`src/rtl/axi_mem_pkg.sv`:
```
// Shared definitions for the DRAM-model AXI blocks: response codes, engine states
// and the page extraction helper.
package axi_mem_pkg;

  localparam logic [1:0] RESP_OKAY = 2'b00;

  typedef enum logic [1:0] {
    ST_IDLE      = 2'd0,
    ST_COUNTDOWN = 2'd1,
    ST_FETCH     = 2'd2,
    ST_BEAT      = 2'd3
  } eng_state_e;

  function automatic logic [31:0] page_of(input logic [31:0] addr, input int unsigned off_w);
    return addr >> off_w;
  endfunction

endpackage

```
`src/rtl/axi_req_fifo.sv`:
```
// Generic synchronous FIFO with full/empty flags; head word is visible combinationally
// once written, never in the same cycle as the push.
module axi_req_fifo #(
  parameter int WIDTH      = 8,
  parameter int DEPTH_LOG2 = 2
) (
  input  logic             clk_i,
  input  logic             rst_ni,
  input  logic             push_i,
  input  logic [WIDTH-1:0] data_i,
  input  logic             pop_i,
  output logic [WIDTH-1:0] data_o,
  output logic             full_o,
  output logic             empty_o
);

  localparam int DEPTH = 1 << DEPTH_LOG2;

  logic [WIDTH-1:0]    mem_q [DEPTH];
  logic [DEPTH_LOG2:0] wptr_q, rptr_q;
  logic                do_push, do_pop;

  // Extra pointer bit distinguishes full from empty when the indices match.
  assign full_o  = (wptr_q[DEPTH_LOG2] != rptr_q[DEPTH_LOG2]) &&
                   (wptr_q[DEPTH_LOG2-1:0] == rptr_q[DEPTH_LOG2-1:0]);
  assign empty_o = (wptr_q == rptr_q);
  assign do_push = push_i & ~full_o;
  assign do_pop  = pop_i & ~empty_o;
  assign data_o  = mem_q[rptr_q[DEPTH_LOG2-1:0]];

  always_ff @(posedge clk_i or negedge rst_ni) begin
    if (!rst_ni) begin
      wptr_q <= '0;
      rptr_q <= '0;
    end else begin
      if (do_push) wptr_q <= wptr_q + 1'b1;
      if (do_pop)  rptr_q <= rptr_q + 1'b1;
    end
  end

  always_ff @(posedge clk_i) begin
    if (do_push) mem_q[wptr_q[DEPTH_LOG2-1:0]] <= data_i;
  end

endmodule

```
`src/rtl/axi_rd_latency_responder.sv`:
```
// AXI4 read responder for the DRAM model: queues AR requests and returns R beats after
// a hot/cold page latency, fetching each beat from a 1-cycle synchronous memory port.
module axi_rd_latency_responder
  import axi_mem_pkg::*;
#(
  parameter int ADDR_WIDTH               = 16,
  parameter int DATA_WIDTH               = 32,
  parameter int ID_WIDTH                 = 4,
  parameter int PAGE_OFFSET_WIDTH        = 6,
  parameter int SHORT_DELAY_CYCLES_WIDTH = 2,
  parameter int LONG_DELAY_CYCLES_WIDTH  = 4,
  parameter int FIFO_DEPTH_LOG2          = 2
) (
  input  logic                  clk,
  input  logic                  rst_n,
  input  logic [ID_WIDTH-1:0]   s_axi_arid,
  input  logic [ADDR_WIDTH-1:0] s_axi_araddr,
  input  logic [7:0]            s_axi_arlen,
  input  logic                  s_axi_arvalid,
  output logic                  s_axi_arready,
  output logic [ID_WIDTH-1:0]   s_axi_rid,
  output logic [DATA_WIDTH-1:0] s_axi_rdata,
  output logic [1:0]            s_axi_rresp,
  output logic                  s_axi_rlast,
  output logic                  s_axi_rvalid,
  input  logic                  s_axi_rready,
  output logic                  mem_en,
  output logic [ADDR_WIDTH-1:0] mem_addr,
  input  logic [DATA_WIDTH-1:0] mem_rdata
);

  localparam int CW      = LONG_DELAY_CYCLES_WIDTH;
  localparam int ENTRY_W = ID_WIDTH + ADDR_WIDTH + 8;
  localparam logic [CW-1:0] LONG_INIT  = '1;
  localparam logic [CW-1:0] SHORT_INIT = CW'((1 << SHORT_DELAY_CYCLES_WIDTH) - 1);
  localparam logic [CW-1:0] CNT_ONE    = CW'(1);
  localparam logic [ADDR_WIDTH-1:0] BEAT_STEP = ADDR_WIDTH'(DATA_WIDTH / 8);

  eng_state_e            state_q;
  logic [CW-1:0]         cnt_q;
  logic [31:0]           open_page_q;
  logic [ID_WIDTH-1:0]   id_q, rid_q;
  logic [ADDR_WIDTH-1:0] addr_q, mem_addr_q;
  logic [7:0]            len_q, beat_cnt_q;
  logic [DATA_WIDTH-1:0] rdata_q;
  logic                  rvalid_q, rlast_q, mem_en_q, beat_first_q, ready_q;

  logic                  fifo_full, fifo_empty, fifo_pop, ar_push;
  logic [ENTRY_W-1:0]    head;
  logic [ID_WIDTH-1:0]   head_id;
  logic [ADDR_WIDTH-1:0] head_addr;
  logic [7:0]            head_len;
  logic [31:0]           head_page;

  assign s_axi_arready = ready_q & ~fifo_full;
  assign ar_push       = s_axi_arvalid & s_axi_arready;
  assign fifo_pop      = (state_q == ST_IDLE) & ~fifo_empty;
  assign {head_id, head_addr, head_len} = head;
  assign head_page     = page_of(32'(head_addr), PAGE_OFFSET_WIDTH);

  axi_req_fifo #(
    .WIDTH      (ENTRY_W),
    .DEPTH_LOG2 (FIFO_DEPTH_LOG2)
  ) u_req_fifo (
    .clk_i   (clk),
    .rst_ni  (rst_n),
    .push_i  (ar_push),
    .data_i  ({s_axi_arid, s_axi_araddr, s_axi_arlen}),
    .pop_i   (fifo_pop),
    .data_o  (head),
    .full_o  (fifo_full),
    .empty_o (fifo_empty)
  );

  // Memory data arrives during the first BEAT cycle; it is forwarded then and held
  // in rdata_q for any backpressured cycles that follow.
  assign s_axi_rdata  = beat_first_q ? mem_rdata : rdata_q;
  assign s_axi_rid    = rid_q;
  assign s_axi_rresp  = RESP_OKAY;
  assign s_axi_rlast  = rlast_q;
  assign s_axi_rvalid = rvalid_q;
  assign mem_en       = mem_en_q;
  assign mem_addr     = mem_addr_q;

  always_ff @(posedge clk or negedge rst_n) begin
    if (!rst_n) begin
      state_q      <= ST_IDLE;
      cnt_q        <= '0;
      open_page_q  <= '0;
      id_q         <= '0;
      rid_q        <= '0;
      addr_q       <= '0;
      mem_addr_q   <= '0;
      len_q        <= '0;
      beat_cnt_q   <= '0;
      rdata_q      <= '0;
      rvalid_q     <= 1'b0;
      rlast_q      <= 1'b0;
      mem_en_q     <= 1'b0;
      beat_first_q <= 1'b0;
      ready_q      <= 1'b0;
    end else begin
      ready_q <= 1'b1;
      case (state_q)
        ST_IDLE: begin
          if (!fifo_empty) begin
            id_q        <= head_id;
            addr_q      <= head_addr;
            len_q       <= head_len;
            beat_cnt_q  <= '0;
            cnt_q       <= (head_page == open_page_q) ? SHORT_INIT : LONG_INIT;
            open_page_q <= head_page;
            state_q     <= ST_COUNTDOWN;
          end
        end
        ST_COUNTDOWN: begin
          if (cnt_q == '0) begin
            mem_en_q   <= 1'b1;
            mem_addr_q <= addr_q;
            state_q    <= ST_FETCH;
          end else begin
            cnt_q <= cnt_q - CNT_ONE;
          end
        end
        ST_FETCH: begin
          mem_en_q     <= 1'b0;
          rvalid_q     <= 1'b1;
          rid_q        <= id_q;
          rlast_q      <= (beat_cnt_q == len_q);
          beat_first_q <= 1'b1;
          state_q      <= ST_BEAT;
        end
        ST_BEAT: begin
          beat_first_q <= 1'b0;
          if (beat_first_q) rdata_q <= mem_rdata;
          if (s_axi_rready) begin
            rvalid_q <= 1'b0;
            rlast_q  <= 1'b0;
            if (rlast_q) begin
              state_q <= ST_IDLE;
            end else begin
              addr_q     <= addr_q + BEAT_STEP;
              mem_addr_q <= addr_q + BEAT_STEP;
              mem_en_q   <= 1'b1;
              beat_cnt_q <= beat_cnt_q + 8'd1;
              state_q    <= ST_FETCH;
            end
          end
        end
        default: state_q <= ST_IDLE;
      endcase
    end
  end

endmodule

```
`config.mk`:
```
export PLATFORM = sky130hd
export DESIGN_NAME = axi_rd_latency_responder
export DESIGN_NICKNAME = d
export VERILOG_FILES = /design/src/rtl/axi_mem_pkg.sv /design/src/rtl/axi_req_fifo.sv /design/src/rtl/axi_rd_latency_responder.sv
export SDC_FILE = /design/constraint.sdc
export NUM_CORES = 1
export LEC_CHECK = 0
export ABC_AREA = 1
export CORE_MARGIN = 5
export CORE_UTILIZATION = 52
export CTS_BUF_LIST = sky130_fd_sc_hd__clkbuf_2
export DETAILED_ROUTE_END_ITERATION = 7
export GPL_TIMING_DRIVEN = 1
export HOLD_SLACK_MARGIN = 0.1
export PLACE_DENSITY_LB_ADDON = 0.15
export SETUP_SLACK_MARGIN = 0.3
export SYNTH_ARGS = -nofsm -noshare
export SYNTH_HDL_FRONTEND = slang
export SYNTH_SLANG_ARGS = --single-unit
```
`constraint.sdc`:
```
create_clock -name clk -period 2.5 [get_ports clk]
set_input_delay 0.375 -clock clk [delete_from_list [all_inputs] [get_ports clk]]
set_output_delay 0.375 -clock clk [all_outputs]
set_load 0.01 [all_outputs]
```
## Word-level counts from Yosys, hierarchy flattened

Memories as Yosys holds them, arrays and structs flattened.
Index checks and enable logic that the tools add are counted.

| cells by class | value |
|---|---|
| reduce and logical (&&, ||, !) cells | 15 |
| eq/ne operators | 13 |
| bitwise logic cells | 7 |
| mux-type cells | 30 |
| $add $sub $neg | 5 |

Operators with widths:

| operator | count |
|---|---|
| $mux W16 | 4 |
| $pmux W16 S2 | 2 |
| $mux W32 | 1 |
| $mux W8 | 3 |
| $add A16 B3 Y16 const B | 1 |
| $pmux W8 S2 | 1 |
| $mux W4 | 3 |
| $reduce_and A4 Y1 | 3 |
| $eq A10 B10 Y1 | 1 |
| $ne A2 B2 Y1 const B | 5 |
| $add A8 B1 Y8 const B | 1 |
| $eq A8 B8 Y1 | 1 |
| $mux W2 | 4 |
| $pmux W2 S4 | 1 |
| $pmux W4 S2 | 1 |
| $reduce_bool A2 Y1 | 4 |
| $add A3 B1 Y3 const B | 2 |
| $mux W1 | 6 |
| $pmux W1 S2 | 3 |
| $reduce_and A3 Y1 | 2 |
| $and A1 B1 Y1 | 5 |
| $eq A2 B2 Y1 const B | 2 |
| $logic_not A4 Y1 | 1 |
| $reduce_and A2 Y1 | 2 |
| other kinds (10) | 11 |

| word-level totals | value |
|---|---|
| register bits after elaboration | 115 |
| memories kept | 1 |
| input bits | 64 |
| RAM bits | 112 |
| output and inout port bits | 58 |

Memory list:

| memory | words | bits a word | read ports | clocked after Yosys merged registers in | write ports | line | source |
|---|---|---|---|---|---|---|---|
| u_req_fifo.mem_q | 4 | 28 | 1 | 0 | 1 | axi_req_fifo.sv:19 | `logic [WIDTH-1:0] mem_q [DEPTH];` |

## Logic depth before layout (Yosys ltp)

| logic depth | value |
|---|---|
| word-level depth | 8 |
| gate-level depth with buffers | 13 |
| gate-level depth less buffers | 12 |

## Cells and area by module

Synthesis repeated with hierarchy kept, for this count alone.

| unflattened totals | value |
|---|---|
| cells, all modules | 1041 |
| area total of the unflattened synthesis | 10040.9 um2 |

Modules (own cells, without submodules):

| module | area each (um2) | instances | cells each | seq. area each (um2) |
|---|---|---|---|---|
| axi_rd_latency_responder | 5486.5 | 1 | 709 | 2727.6 |
| axi_req_fifo | 4554.4 | 1 | 332 | 3513.4 |

## Least setup slack after synthesis

OpenSTA, ideal clock, no wires.

| path | value |
|---|---|
| kind | register to register |
| start | reg u_req_fifo.rptr_q[0] |
| end | mem u_req_fifo.mem_q[3][0] (netlist name) (enable) |
| required time | 2.084 ns |
| arrival | 2.198 ns |
| cell stages (with the launch flop) | 7 |
| slack | -0.114 ns |
| setup time | 0.416 ns |
| cells stage by stage | dfrtp_1 xnor2_1 nand2_1 o21ai_0 inv_1 nand2_1 nor2_1 |

| on the way | value |
|---|---|
| word-level cells in the longest chain between the ends | 8 |

RTL lines:

| what | line | source |
|---|---|---|
| start: declaration | axi_req_fifo.sv:20 | `logic [DEPTH_LOG2:0] wptr_q, rptr_q;` |
| start signal: assignment | axi_req_fifo.sv:37 | `if (do_pop) rptr_q <= rptr_q + 1'b1;` |
| $eq A2 B2 Y1 | axi_req_fifo.sv:25 | `(wptr_q[DEPTH_LOG2-1:0] == rptr_q[DEPTH_LOG2-1:0]);` |
| $logic_and A1 B1 Y1 | axi_req_fifo.sv:24 | `assign full_o = (wptr_q[DEPTH_LOG2] != rptr_q[DEPTH_LOG2]) &&` |
| $not A1 Y1 | axi_rd_latency_responder.sv:55 | `assign s_axi_arready = ready_q & ~fifo_full;` |
| $and A1 B1 Y1 | axi_rd_latency_responder.sv:55 |  |
| net s_axi_arready | axi_rd_latency_responder.sv:20 | `output logic s_axi_arready,` |
| $and A1 B1 Y1 | axi_rd_latency_responder.sv:56 | `assign ar_push = s_axi_arvalid & s_axi_arready;` |
| $and A1 B1 Y1 | axi_req_fifo.sv:27 | `assign do_push = push_i & ~full_o;` |
| $mux W1 | axi_req_fifo.sv:42 | `if (do_push) mem_q[wptr_q[DEPTH_LOG2-1:0]] <= data_i;` |
| $mux W1 (not written as such) | axi_req_fifo.sv:42 |  |
| end: declaration | axi_req_fifo.sv:19 |  |

The timed path passes the listed nets, and every way through them passes these cells.

## Final worst setup path

| path | value |
|---|---|
| start | reg beat_first_q |
| end | out s_axi_rdata[11] |

| on the way | value |
|---|---|
| word-level cells in the longest chain between the ends | 1 |

RTL lines:

| what | line | source |
|---|---|---|
| start: declaration | axi_rd_latency_responder.sv:46 | `logic rvalid_q, rlast_q, mem_en_q, beat_first_q, ready_q;` |
| start signal: assignment | axi_rd_latency_responder.sv:100 | `beat_first_q <= 1'b0;` |
| start signal: assignment | axi_rd_latency_responder.sv:130 | `beat_first_q <= 1'b1;` |
| start signal: assignment | axi_rd_latency_responder.sv:134 | `beat_first_q <= 1'b0;` |
| $mux W32 | - |  |
| end: declaration | axi_rd_latency_responder.sv:22 | `output logic [DATA_WIDTH-1:0] s_axi_rdata,` |

Every way passes these cells.

==> impl_metrics.toml <==
[status]
outcome = "complete, no violations"

[global_route]
antenna_found_initial = 1
grt_max_degree = 86
gr-usage-all-layers = 0.204
grt_pass1_wl_mm = 36.3
grt_pass1_vias = 7278
grt_remaining_overflow = 0

[min_path]
min_path_type = "primary input to flop"

[layout]
syn_to_final_growth_pct = 24.8
ff_latch_area_sq_um = 6240
final_util = 0.659
mostFrequentLayoutCells = "nand2_1 (211), o21ai_0 (119), dfrtp_1 (114), edfxtp_1 (112), inv_1 (93)"
drive_above_1_share = 0.186
nets = 1245
nFillCells = 1511
multi_input_area_sq_um = 3290
layout.cells.non_filler = 1450
final_common_cell = "nand2_1"

[floorplan]
ios = 122
die-area_sq_um = 21800
dieHeight_um = 148
core_sq_um = 18700
start_util = 0.528
die_w_um = 148
rows = 50

[yosys]
syn_inst = 999
synth_top_cell_by_area = "edfxtp_1"
synth_warnings = 0
yosysUniqueCellTypes = 38
synthFlopType = "dfrtp_1"
seq_area_frac_synth = 0.632
synth_async_sr_flop_share = 0.507
synth_area_leaders = "edfxtp_1 (34%), dfrtp_1 (29%), nand2_1 (8.5%)"
synth_area_sq_um = 9880
synth_edf_count = 112
syn_area_per_cell_sq_um = 9.89
ys_seq_elements = 227
yosys.area.top_type_share = 0.341

[clock_tree]
cts_root_buf = "clkbuf_2"
clk_latency_ns = 0.79
numCtsBuffers = 57
clk_path_buf_depth = 3
tritoncts = "built"
cts_num_sinks = 227
h-tree-depth = 2
clk_pin_slew_ns = 0.10

[setup_path]
crit_required_ns = 2.12
path_max_fanout = 16
start_kind = "flop"
crit_top_cell = "buf_6"
slowest_delay_ns = 0.46
cp_slowest_cell = "dfrtp_2"
worstSetupEndpointType = "output pin"
cp_cell_sequence = "buf_6 > buf_6 > buf_12 > nand2_1 > o21ai_1 > buf_2"
arrival_ns = 1.91
path_delay_family = "buffers and inverters"
crit_type = "flop to output pin"
cp_num_buf_inv = 4

[power]
ir_worst_vdd_uv = 423
power.density_nw_per_um2 = 1220
p_switching_mw = 6.26
pwr-share-seq = 0.373
swShare = 0.418
intPower_mw = 8.72
combPwrFrac = 0.476
leakage_nw = 5.42
p_clk_frac = 0.152
power_mw = 15.0

[sta]
slew_viol_final = 0
finalHoldViolCount = 0
post-route-period-util = 0.914
fmax_mhz = 438
max_slew_margin = 0.491
setup_viol = 0
finClkSkew_ns = 0.0368
hold-worst-slack_ns = 0.206
min_period_ns = 2.28
worst_slew_pin_slew_ns = 0.764
grt_setup_unrepaired = "yes"

[route]
ant_nets = 0
route.met2.wl_mm = 10.1
via_per_inst = 5.16
firstDrtPassIters = 5
routedWlPerCell_um = 15.6
vias = 7486
routed.top_layer = "met4"
drt-met1-wl_mm = 10.6
routed_wirelength_mm = 22.6
drt_iter0_markers = 478
drc_errors = 0
wl_met3_mm = 1.46

[run]
maxCapViolCount = 0

[placed_design]
routabilityCongestion = 0.798
io_buffer_count = 119
dpl.hpwl_mm = 13.4
placedCellCount = 1323
-- kinds of logic after synthesis --
logic type,share of synthesized area
adders and majority gates,0.0101
DFF,0.632
other,0.000760
xor gates and xnor gates,0.0169
and+or+nand+nor,0.154
buffers and inverters,0.0630
AOI/OAI and AO/OA,0.123
-- metal layers --
metal  up-vias  track usage
met2       238        0.319
met5         -            0
li1       3731            -
met1      3478        0.286
met4         0       0.0628
met3        39       0.0481
-- final timing paths --
| check | start | endpoint | slack [ns] | cells after the start |
|---|---|---|---|---|
| setup reg to reg | u_req_fifo.rptr_q[0] | cnt_q[2] | 0.45 | 10 |
| hold reg to reg | mem_addr[2] | mem_addr[2] | 0.49 | 2 |
| min in group asynchronous | rst_n | id_q[3] | 0.50 | 3 |
| setup / recovery | beat_first_q | s_axi_rdata[11] | 0.22 | 6 |
| max in group asynchronous | rst_n | addr_q[9] | 1.51 | 4 |
| hold / removal | s_axi_arlen[2] | u_req_fifo.mem_q[3][2] | 0.21 | 1 |
-- power by group through the flow --
stage / clock network, mW / logic (mW) / registers, mW
global placement: 0 / 6.18 / 5.63
finish: 2.27 / 7.13 / 5.58
global route: 2.56 / 7.98 / 5.70
floorplan: 0 / 4.13 / 5.60
CTS: 2.38 / 6.77 / 5.57
detailed placement: 0 / 6.32 / 5.66
-- final cells by class --
type / count / area share
Multi-Input combinational cell: 627 / 0.267
Timing Repair Buffer: 163 / 0.135
Inverter: 97 / 0.0295
Tap cell: 234 / 0.0238
Clock buffer: 80 / 0.0325
Antenna cell: 1 / 0.000203
Sequential cell: 227 / 0.506
Clock inverter: 21 / 0.00650
-- registers in the layout, indices dropped and copies added (netlist names), 8 cells and up --
name and flops:
rdata_q 32, open_page_q 10, addr_q 16, u_req_fifo.mem_q 112
mem_addr 16, len_q 8, beat_cnt_q 8
-- Yosys cell counts, types with 3 or more instances --
cell type  count
edfxtp_1     112
nor2_1        80
nor3_1         8
nand2_2        4
dfrtp_1      115
ha_1           8
nand4_1        3
buf_2         14
buf_4          7
xnor2_1        8
clkbuf_1      22
a22oi_1        3
buf_6          4
o21ai_0      152
nor2_2         3
inv_2          4
o22ai_1       19
xor2_1        11
nand2_1      224
inv_1         93
nand3_1       43
a2bb2oi_1      7
a31oi_1        9
a21oi_1       24
o21ai_1        3
-- metrics by stage --
stage | cell area, sq um | worst slack, ns | setup TNS, ns
6_report | 12300 | 0.215 | 0
5_1_grt | 12300 | 0.0542 | 0
4_1_cts | 12000 | 0.137 | 0
3_5_place_dp | 11300 | 0.425 | 0
3_3_place_gp | 11300 | 0.503 | 0
2_1_floorplan | 9880 | -0.0715 | -6.01
-- what timing repair did --
item	CTS	global route
endpoints found under the hold margin	115	0
pin swaps	4	8
setup endpoints to repair	34	50
hold buffers	3	0
cloned	4	1
buffers inserted	11	6
resized for setup	213	55
(Power assumes the default switching activity.)
